--- src/rtl/pipe_pkg.sv ---
// ---------------------------------------------------------------------------
// pipe_pkg
//
// Purpose:
//   Shared types and constants for the five-stage pipeline hazard logic.
//   Holds the forwarding-select encoding, the hazard FSM state type, the
//   default drain length, and a small helper that detects the load-use case.
//
// Contents:
//   fwd_sel_t             ALU operand source select (register file / W / M)
//   hz_state_t            hazard/debug FSM states
//   DRAIN_CYCLES_DEFAULT  cycles needed to empty D/E/M/W on a halt
//   REG_X0                architectural zero register index
//   is_load_use()         load in execute feeding a source in decode
// ---------------------------------------------------------------------------
package pipe_pkg;

  // The encodings are fixed because the datapath operand muxes decode
  // these exact bit patterns.
  typedef enum logic [1:0] {
    FWD_RF = 2'b00,
    FWD_W  = 2'b01,
    FWD_M  = 2'b10
  } fwd_sel_t;

  typedef enum logic [1:0] {
    HZ_RUN    = 2'b00,
    HZ_DRAIN  = 2'b01,
    HZ_HALTED = 2'b10,
    HZ_STEP   = 2'b11
  } hz_state_t;

  localparam int DRAIN_CYCLES_DEFAULT = 4;

  localparam logic [4:0] REG_X0 = 5'd0;

  // A load in execute only hurts when its destination is a real register
  // that the decode-stage instruction reads; x0 writes are discarded.
  function automatic logic is_load_use(
    input logic       load_e,
    input logic [4:0] rd_e,
    input logic [4:0] rs1_d,
    input logic [4:0] rs2_d
  );
    return load_e && (rd_e != REG_X0) && ((rd_e == rs1_d) || (rd_e == rs2_d));
  endfunction

endpackage

--- src/rtl/hazard_controller_forward_unit.sv ---
// ---------------------------------------------------------------------------
// forward_unit
//
// Purpose:
//   Chooses the source of one ALU operand in execute. The youngest producer
//   (memory stage) wins over the older one (writeback stage), and x0 is
//   never forwarded because its architectural value is always zero.
//
// Ports:
//   rs_e         in   5  source register of the operand in execute
//   rd_m         in   5  memory-stage destination
//   reg_write_m  in   1  memory-stage write enable
//   rd_w         in   5  writeback-stage destination
//   reg_write_w  in   1  writeback-stage write enable
//   fwd_sel      out  2  operand source select (fwd_sel_t)
// ---------------------------------------------------------------------------
module forward_unit
  import pipe_pkg::*;
(
  input  logic [4:0] rs_e,
  input  logic [4:0] rd_m,
  input  logic       reg_write_m,
  input  logic [4:0] rd_w,
  input  logic       reg_write_w,
  output fwd_sel_t   fwd_sel
);

  logic hit_m;
  logic hit_w;

  assign hit_m = reg_write_m && (rd_m != REG_X0) && (rd_m == rs_e);
  assign hit_w = reg_write_w && (rd_w != REG_X0) && (rd_w == rs_e);

  // Priority select: the memory-stage result is newer than the writeback
  // result, so when both stages target the same register the M-stage value
  // is the one the instruction in execute must see.
  always_comb begin
    fwd_sel = FWD_RF;
    if (hit_m) begin
      fwd_sel = FWD_M;
    end else if (hit_w) begin
      fwd_sel = FWD_W;
    end
  end

endmodule

--- src/rtl/hazard_controller.sv ---
// ---------------------------------------------------------------------------
// hazard_controller
//
// Purpose:
//   Pipeline hazard unit with a debug halt/single-step sequencer.
//   - Operand forwarding for both ALU sources in execute.
//   - One-bubble load-use stall.
//   - Branch/jump flush of F/D and D/E, which beats the load-use stall.
//   - Halt sequencer: on a halt request the front end is frozen and bubbles
//     are injected for DRAIN_CYCLES cycles so D/E/M/W empty out, then the
//     core sits quiescent (halted = 1). A step pulse while halted lets one
//     instruction into decode and drains again.
//
// Parameters:
//   DRAIN_CYCLES  cycles needed to empty the D/E/M/W stages (>= 1)
//
// Ports:
//   clk                 in   1  clock
//   srst                in   1  synchronous active-high reset
//   rs1_d, rs2_d        in   5  sources of the instruction in decode
//   rs1_e, rs2_e, rd_e  in   5  sources/destination in execute
//   load_e              in   1  instruction in execute is a load
//   pc_src_e            in   1  taken branch or jump in execute
//   rd_m, reg_write_m   in   5/1 memory-stage destination / write enable
//   rd_w, reg_write_w   in   5/1 writeback-stage destination / write enable
//   halt_req            in   1  level debug halt request
//   step_req            in   1  single-step pulse, used only while halted
//   forward_a_e/_b_e    out  2  ALU operand select (00 RF, 10 M, 01 W)
//   stall_f, stall_d    out  1  hold the PC and the F/D register
//   flush_d, flush_e    out  1  clear F/D and D/E to a bubble
//   halted              out  1  registered, high while quiescent
// ---------------------------------------------------------------------------
module hazard_controller
  import pipe_pkg::*;
#(
  parameter int DRAIN_CYCLES = DRAIN_CYCLES_DEFAULT
) (
  input  logic       clk,
  input  logic       srst,
  input  logic [4:0] rs1_d,
  input  logic [4:0] rs2_d,
  input  logic [4:0] rs1_e,
  input  logic [4:0] rs2_e,
  input  logic [4:0] rd_e,
  input  logic       load_e,
  input  logic       pc_src_e,
  input  logic [4:0] rd_m,
  input  logic       reg_write_m,
  input  logic [4:0] rd_w,
  input  logic       reg_write_w,
  input  logic       halt_req,
  input  logic       step_req,
  output logic [1:0] forward_a_e,
  output logic [1:0] forward_b_e,
  output logic       stall_f,
  output logic       stall_d,
  output logic       flush_d,
  output logic       flush_e,
  output logic       halted
);

  localparam int CNT_W = (DRAIN_CYCLES > 1) ? $clog2(DRAIN_CYCLES) : 1;
  localparam logic [CNT_W-1:0] DRAIN_LOAD = CNT_W'(DRAIN_CYCLES - 1);

  hz_state_t        state;
  hz_state_t        state_next;
  logic [CNT_W-1:0] cnt;
  logic [CNT_W-1:0] cnt_next;

  fwd_sel_t fwd_a;
  fwd_sel_t fwd_b;
  logic     load_use;
  logic     lw_stall;

  // Two copies of the same single-operand forwarding selector, one per ALU
  // source.
  forward_unit u_fwd_a (
    .rs_e        (rs1_e),
    .rd_m        (rd_m),
    .reg_write_m (reg_write_m),
    .rd_w        (rd_w),
    .reg_write_w (reg_write_w),
    .fwd_sel     (fwd_a)
  );

  forward_unit u_fwd_b (
    .rs_e        (rs2_e),
    .rd_m        (rd_m),
    .reg_write_m (reg_write_m),
    .rd_w        (rd_w),
    .reg_write_w (reg_write_w),
    .fwd_sel     (fwd_b)
  );

  // The load-use stall only matters while instructions are actually
  // flowing. In DRAIN and HALTED the front end is already frozen and decode
  // is being flushed, so a load-use stall there would only fight the drain.
  assign load_use = is_load_use(load_e, rd_e, rs1_d, rs2_d);
  assign lw_stall = load_use && ((state == HZ_RUN) || (state == HZ_STEP));

  // State register, drain counter and the halted flag. Reset is synchronous
  // and aborts any drain or step in flight. The halted flag is registered
  // from the next state so it rises on the edge that enters HALTED and falls
  // on the edge that leaves it.
  always_ff @(posedge clk) begin
    if (srst) begin
      state  <= HZ_RUN;
      cnt    <= '0;
      halted <= 1'b0;
    end else begin
      state  <= state_next;
      cnt    <= cnt_next;
      halted <= (state_next == HZ_HALTED);
    end
  end

  // Next-state and counter logic. The counter is loaded with DRAIN_CYCLES-1
  // on every entry into DRAIN and counts down to zero, so DRAIN lasts exactly
  // DRAIN_CYCLES cycles. A branch in DRAIN does not pause the count; halt_req
  // dropping during DRAIN does not cut it short either, the sequencer still
  // parks in HALTED and only then returns to RUN. A step that hits a
  // load-use waits in STEP until the bubble has been inserted, so the stepped
  // instruction really reaches decode before the drain starts.
  always_comb begin
    state_next = state;
    cnt_next   = cnt;
    case (state)
      HZ_RUN: begin
        if (halt_req) begin
          state_next = HZ_DRAIN;
          cnt_next   = DRAIN_LOAD;
        end
      end
      HZ_DRAIN: begin
        if (cnt == '0) begin
          state_next = HZ_HALTED;
        end else begin
          cnt_next = cnt - CNT_W'(1);
        end
      end
      HZ_HALTED: begin
        if (!halt_req) begin
          state_next = HZ_RUN;
        end else if (step_req) begin
          state_next = HZ_STEP;
        end
      end
      HZ_STEP: begin
        if (!lw_stall) begin
          state_next = HZ_DRAIN;
          cnt_next   = DRAIN_LOAD;
        end
      end
      default: begin
        state_next = HZ_RUN;
        cnt_next   = '0;
      end
    endcase
  end

  // Output decode. Reset forces both pipeline registers to bubbles and
  // removes all stalls and forwarding. A taken branch flushes F/D and D/E in
  // every state and always beats the load-use stall, because the stalled
  // instruction is on the wrong path anyway. While draining or halted the PC
  // is held and decode is fed bubbles; a branch during DRAIN releases the PC
  // for that one cycle so the target is captured before the core parks.
  always_comb begin
    forward_a_e = fwd_a;
    forward_b_e = fwd_b;
    stall_f     = 1'b0;
    stall_d     = 1'b0;
    flush_d     = 1'b0;
    flush_e     = 1'b0;
    if (srst) begin
      forward_a_e = FWD_RF;
      forward_b_e = FWD_RF;
      flush_d     = 1'b1;
      flush_e     = 1'b1;
    end else begin
      case (state)
        HZ_DRAIN: begin
          stall_f = !pc_src_e;
          flush_d = 1'b1;
          flush_e = pc_src_e;
        end
        HZ_HALTED: begin
          stall_f = 1'b1;
          flush_d = 1'b1;
          flush_e = pc_src_e;
        end
        default: begin
          if (pc_src_e) begin
            flush_d = 1'b1;
            flush_e = 1'b1;
          end else if (lw_stall) begin
            stall_f = 1'b1;
            stall_d = 1'b1;
            flush_e = 1'b1;
          end
        end
      endcase
    end
  end

endmodule
--- config.mk ---
export PLATFORM = sky130hd
export DESIGN_NAME = hazard_controller
export DESIGN_NICKNAME = d
export VERILOG_FILES = /design/src/rtl/pipe_pkg.sv /design/src/rtl/hazard_controller_forward_unit.sv /design/src/rtl/hazard_controller.sv
export SDC_FILE = /design/constraint.sdc
export NUM_CORES = 1
export LEC_CHECK = 0
export ABC_AREA = 1
export CORE_AREA = 2 2 56 58
export CTS_BUF_LIST = sky130_fd_sc_hd__clkbuf_16
export DETAILED_ROUTE_END_ITERATION = 8
export DIE_AREA = 0 0 58 60
export GPL_TIMING_DRIVEN = 0
export PLACE_DENSITY_LB_ADDON = 0.2
export SYNTH_ARGS = -nofsm -noshare
export SYNTH_HDL_FRONTEND = slang
export SYNTH_HIERARCHICAL = 1
export SYNTH_SLANG_ARGS = --single-unit
--- constraint.sdc ---
create_clock -name clk -period 1.6 [get_ports clk]
set_input_delay 0.32 -clock clk [delete_from_list [all_inputs] [get_ports clk]]
set_output_delay 0.32 -clock clk [all_outputs]
set_load 0.05 [all_outputs]
==> flow_summary_export.csv <==
group,metric,value,unit
status,outcome,"finished with violations",
status,failed_checks,"negative setup slack",
logic_synthesis,synth-async-reset-ratio,0,%
timing,finalCritPeriodShare,110,%
place,port_buffers,50,
timing,finalMaxSlewViolations,0,
global_routing,grt_overflow,0,
routing,firstDrtPassIters,4,
timing,max_slew.worst_pin.slew,0.481,ns
power,power_per_cell_area,517,nW/um^2
logic_synthesis,yosys.area.top_type_share,25.9,%
setup_path,slowest_stage,"dfxtp_4",
setup_path,crit_fanout,4,
clock_tree,insertion_delay,0.23,ns
floorplan,die_w,58,um
global_routing,grt_max_degree,10,
cells_and_area,nFillCells,267,
cells_and_area,diodes,0,
logic_synthesis,syn_nets,273,
global_routing,grt_usage,19.9,%
logic_synthesis,avgSynthCellArea,4.85,um^2
timing,maxSlewHeadroom,68.1,%
place,globalplace.congestion,0.747,
setup_path,cp-start-kind,"register",
floorplan,fp-row-count,20,
cells_and_area,seqCellArea,105,um^2
routing,dr.first_iter.drc_count,46,
logic_synthesis,netlist_top_cells_area,"nand2_1 (26%), inv_1 (16%), nor2_1 (11%)",
setup_path,cp_cell_sequence,"inv_4, ha_4, inv_2, nand3_2, inv_2, nand2_4, o22ai_4, buf_6",
routing,drt-vias-per-instance,4.60,
worst_hold_path,hold_start,"srst",
routing,routed_wl,3.28,mm
place,preCtsSetupSlack,-1.13,ns
power,ir_worst_vdd,616,uV
floorplan,ios,52,
setup_path,criticalPathCategory,"register to output pin",
logic_synthesis,yosysWarnings,6,
floorplan,die_area,3480,um^2
cells_and_area,drive_above_1_share,41.8,%
logic_synthesis,synth_area,1090,um^2
setup_path,cp_num_buf_inv,4,
routing,drc,0,
worst_hold_path,hold_class,"input pin to register",
logic_synthesis,synth_edf_count,0,
timing,hold_viol,0,
timing,period_needed,1.76,ns
clock_tree,cts_max_level,1,
clock_tree,cts.path.max_buffers,2,
routing,antenna_left,0,
run,drv_cap,0,
setup_path,crit_top_cell,"inv_2",
floorplan,die_h,60,um
logic_synthesis,synth_most_common_cell,"nand2_1",
logic_synthesis,synth_ff_type,"dfxtp_1",
logic_synthesis,synth_top_area_cell,"nand2_1",
clock_tree,cts_buffers,3,
timing,fmax,568,MHz
timing,rsz0062_at_grt,"yes",
floorplan,initial_core_util,37.5,%
setup_path,critPathMaxStageDelay,0.38,ns
routing,via_count,1464,
logic_synthesis,synth.distinct_cells,21,
setup_path,startpoint,"state[0]",
setup_path,crit_required,1.28,ns
setup_path,r2r-start,"state[0]",
logic_synthesis,synth_seq_cells,5,
timing,layout_setup_ws,-0.160,ns
cells_and_area,areaGrowthSynthToFinish,81.4,%
clock_tree,cts.sinks,5,
logic_synthesis,synthCells,224,
clock_tree,root_buffer,"clkbuf_16",
cells_and_area,multiInputGateArea,927,um^2
global_routing,first_global_vias,1398,
setup_path,worstPathArrival,1.44,ns
power,p_leak,1.09,nW
cells_and_area,final_core_util,67.9,%
setup_path,endpoint_kind,"output pin",
place,hpwl,2.28,mm
timing,finalSetupViolCount,3,
logic_synthesis,yosys-top-cells-count,"nand2_1 (75), inv_1 (47), nor2_1 (33)",
clock_tree,clkSlewWorstSetupHoldPaths,0.03,ns
timing,final.setup_skew,0.00227,ns
global_routing,antenna_found_initial,0,
timing,whs,0.378,ns
cells_and_area,nets,335,
global_routing,grt_pass1_wl,5.40,mm
clock_tree,cts_tree,"done",
logic_synthesis,seq_area_frac_synth,9.21,%
setup_path,path_delay_family,"flip-flops",
clock_tree,ctsHoldBuffers,0,
routing,routedWlPerCell,10.3,um
floorplan,core-area,2900,um^2
==> routing by layer <==
metal  routed length (um)  up-vias  GRT usage, %
met2                 1660       48          37.2
met3                  195        6          3.03
met4                   52        0          9.63
met1                 1370      628          21.8
met5                    0        -             0
li1                     -      782             -
==> area by class of cell <==
| class | instances | share of cell area, % |
|---|---|---|
| clock inverter | 1 | 0.190 |
| multi-input combinational | 160 | 47.0 |
| buffer | 3 | 1.14 |
| inverter | 56 | 11.4 |
| sequential | 5 | 5.33 |
| clock buffer | 3 | 3.81 |
| timing repair buffer | 57 | 29.0 |
| tap | 33 | 2.09 |
==> state kept, by name (all words and copies together), names as in the netlist <==
name    flops
halted      1
cnt         2
state       2
==> worst reg2reg max path: cells and delay by family, from the launching register on <==
| family | cells | cell delay, ns |
|---|---|---|
| AOI/OAI and AO/OA | 2 | 0.28 |
| adders and majority gates | 1 | 0.23 |
| buffers and inverters | 3 | 0.28 |
| DFF | 1 | 0.38 |
| and+or+nand+nor | 2 | 0.22 |
==> layout by cell type, fill, tap and decap left out, types with 4 or more instances in the layout <==
master | Yosys | layout
nand3_1 | 12 | 7
buf_4 | 3 | 9
nand2_2 | 4 | 14
o21ai_1 | 0 | 5
nand2_1 | 75 | 63
dlygate4sd2_1 | 0 | 14
inv_2 | 8 | 20
clkdlybuf4s50_1 | 0 | 4
ha_1 | 6 | 4
nand3_2 | 1 | 6
buf_8 | 0 | 8
inv_4 | 0 | 6
nor2_2 | 5 | 13
buf_2 | 0 | 6
o21ai_0 | 11 | 5
nor2_1 | 33 | 22
buf_6 | 0 | 13
inv_1 | 47 | 30
==> path summary, 6_finish.rpt <==
kind	end	slack [ns]	cells after the start
worst max-delay path	stall_f	-0.16	8
worst min-delay path	state[0]	0.38	2
worst max register to register	halted	0.15	8
worst min register to register	cnt[1]	0.48	2
==> what timing repair did <==
action | in CTS | in global routing
endpoints found under the setup margin | 9 | 11
setup buffers | 6 | 1
pin swaps | 38 | 35
gates resized for setup | 201 | 62
==> report_power, final <==
group | switching [W] | total [W] | internal [W]
registers | 0.0000122 | 0.000151 | 0.000139
clock network | 0.0000824 | 0.000406 | 0.000324
logic | 0.000245 | 0.000462 | 0.000217
total | 0.000340 | 0.00102 | 0.000679
==> per-stage QoR <==
| step | std cells | TNS [ns] | instance area (um^2) | power (W) |
|---|---|---|---|---|
| 2_1_floorplan | 224 | -0.0191 | 1130 | 0.000368 |
| 3_3_place_gp | 307 | -8.49 | 1670 | 0.000533 |
| 3_5_place_dp | 307 | -8.66 | 1670 | 0.000538 |
| 4_1_cts | 317 | -0.446 | 1830 | 0.000975 |
| 5_1_grt | 318 | -0.648 | 1970 | 0.00109 |
| 6_report | 318 | -0.384 | 1970 | 0.00102 |
==> cell families after synthesis <==
kind of cell               share of synthesized area [%]
buffers and inverters                               21.4
DFF                                                 9.21
and+or+nand+nor                                     49.5
AOI/OAI and AO/OA                                   9.78
xor gates and xnor gates                            3.22
adders and majority gates                           6.90
Note: power is estimated with default switching activity, not from simulation.
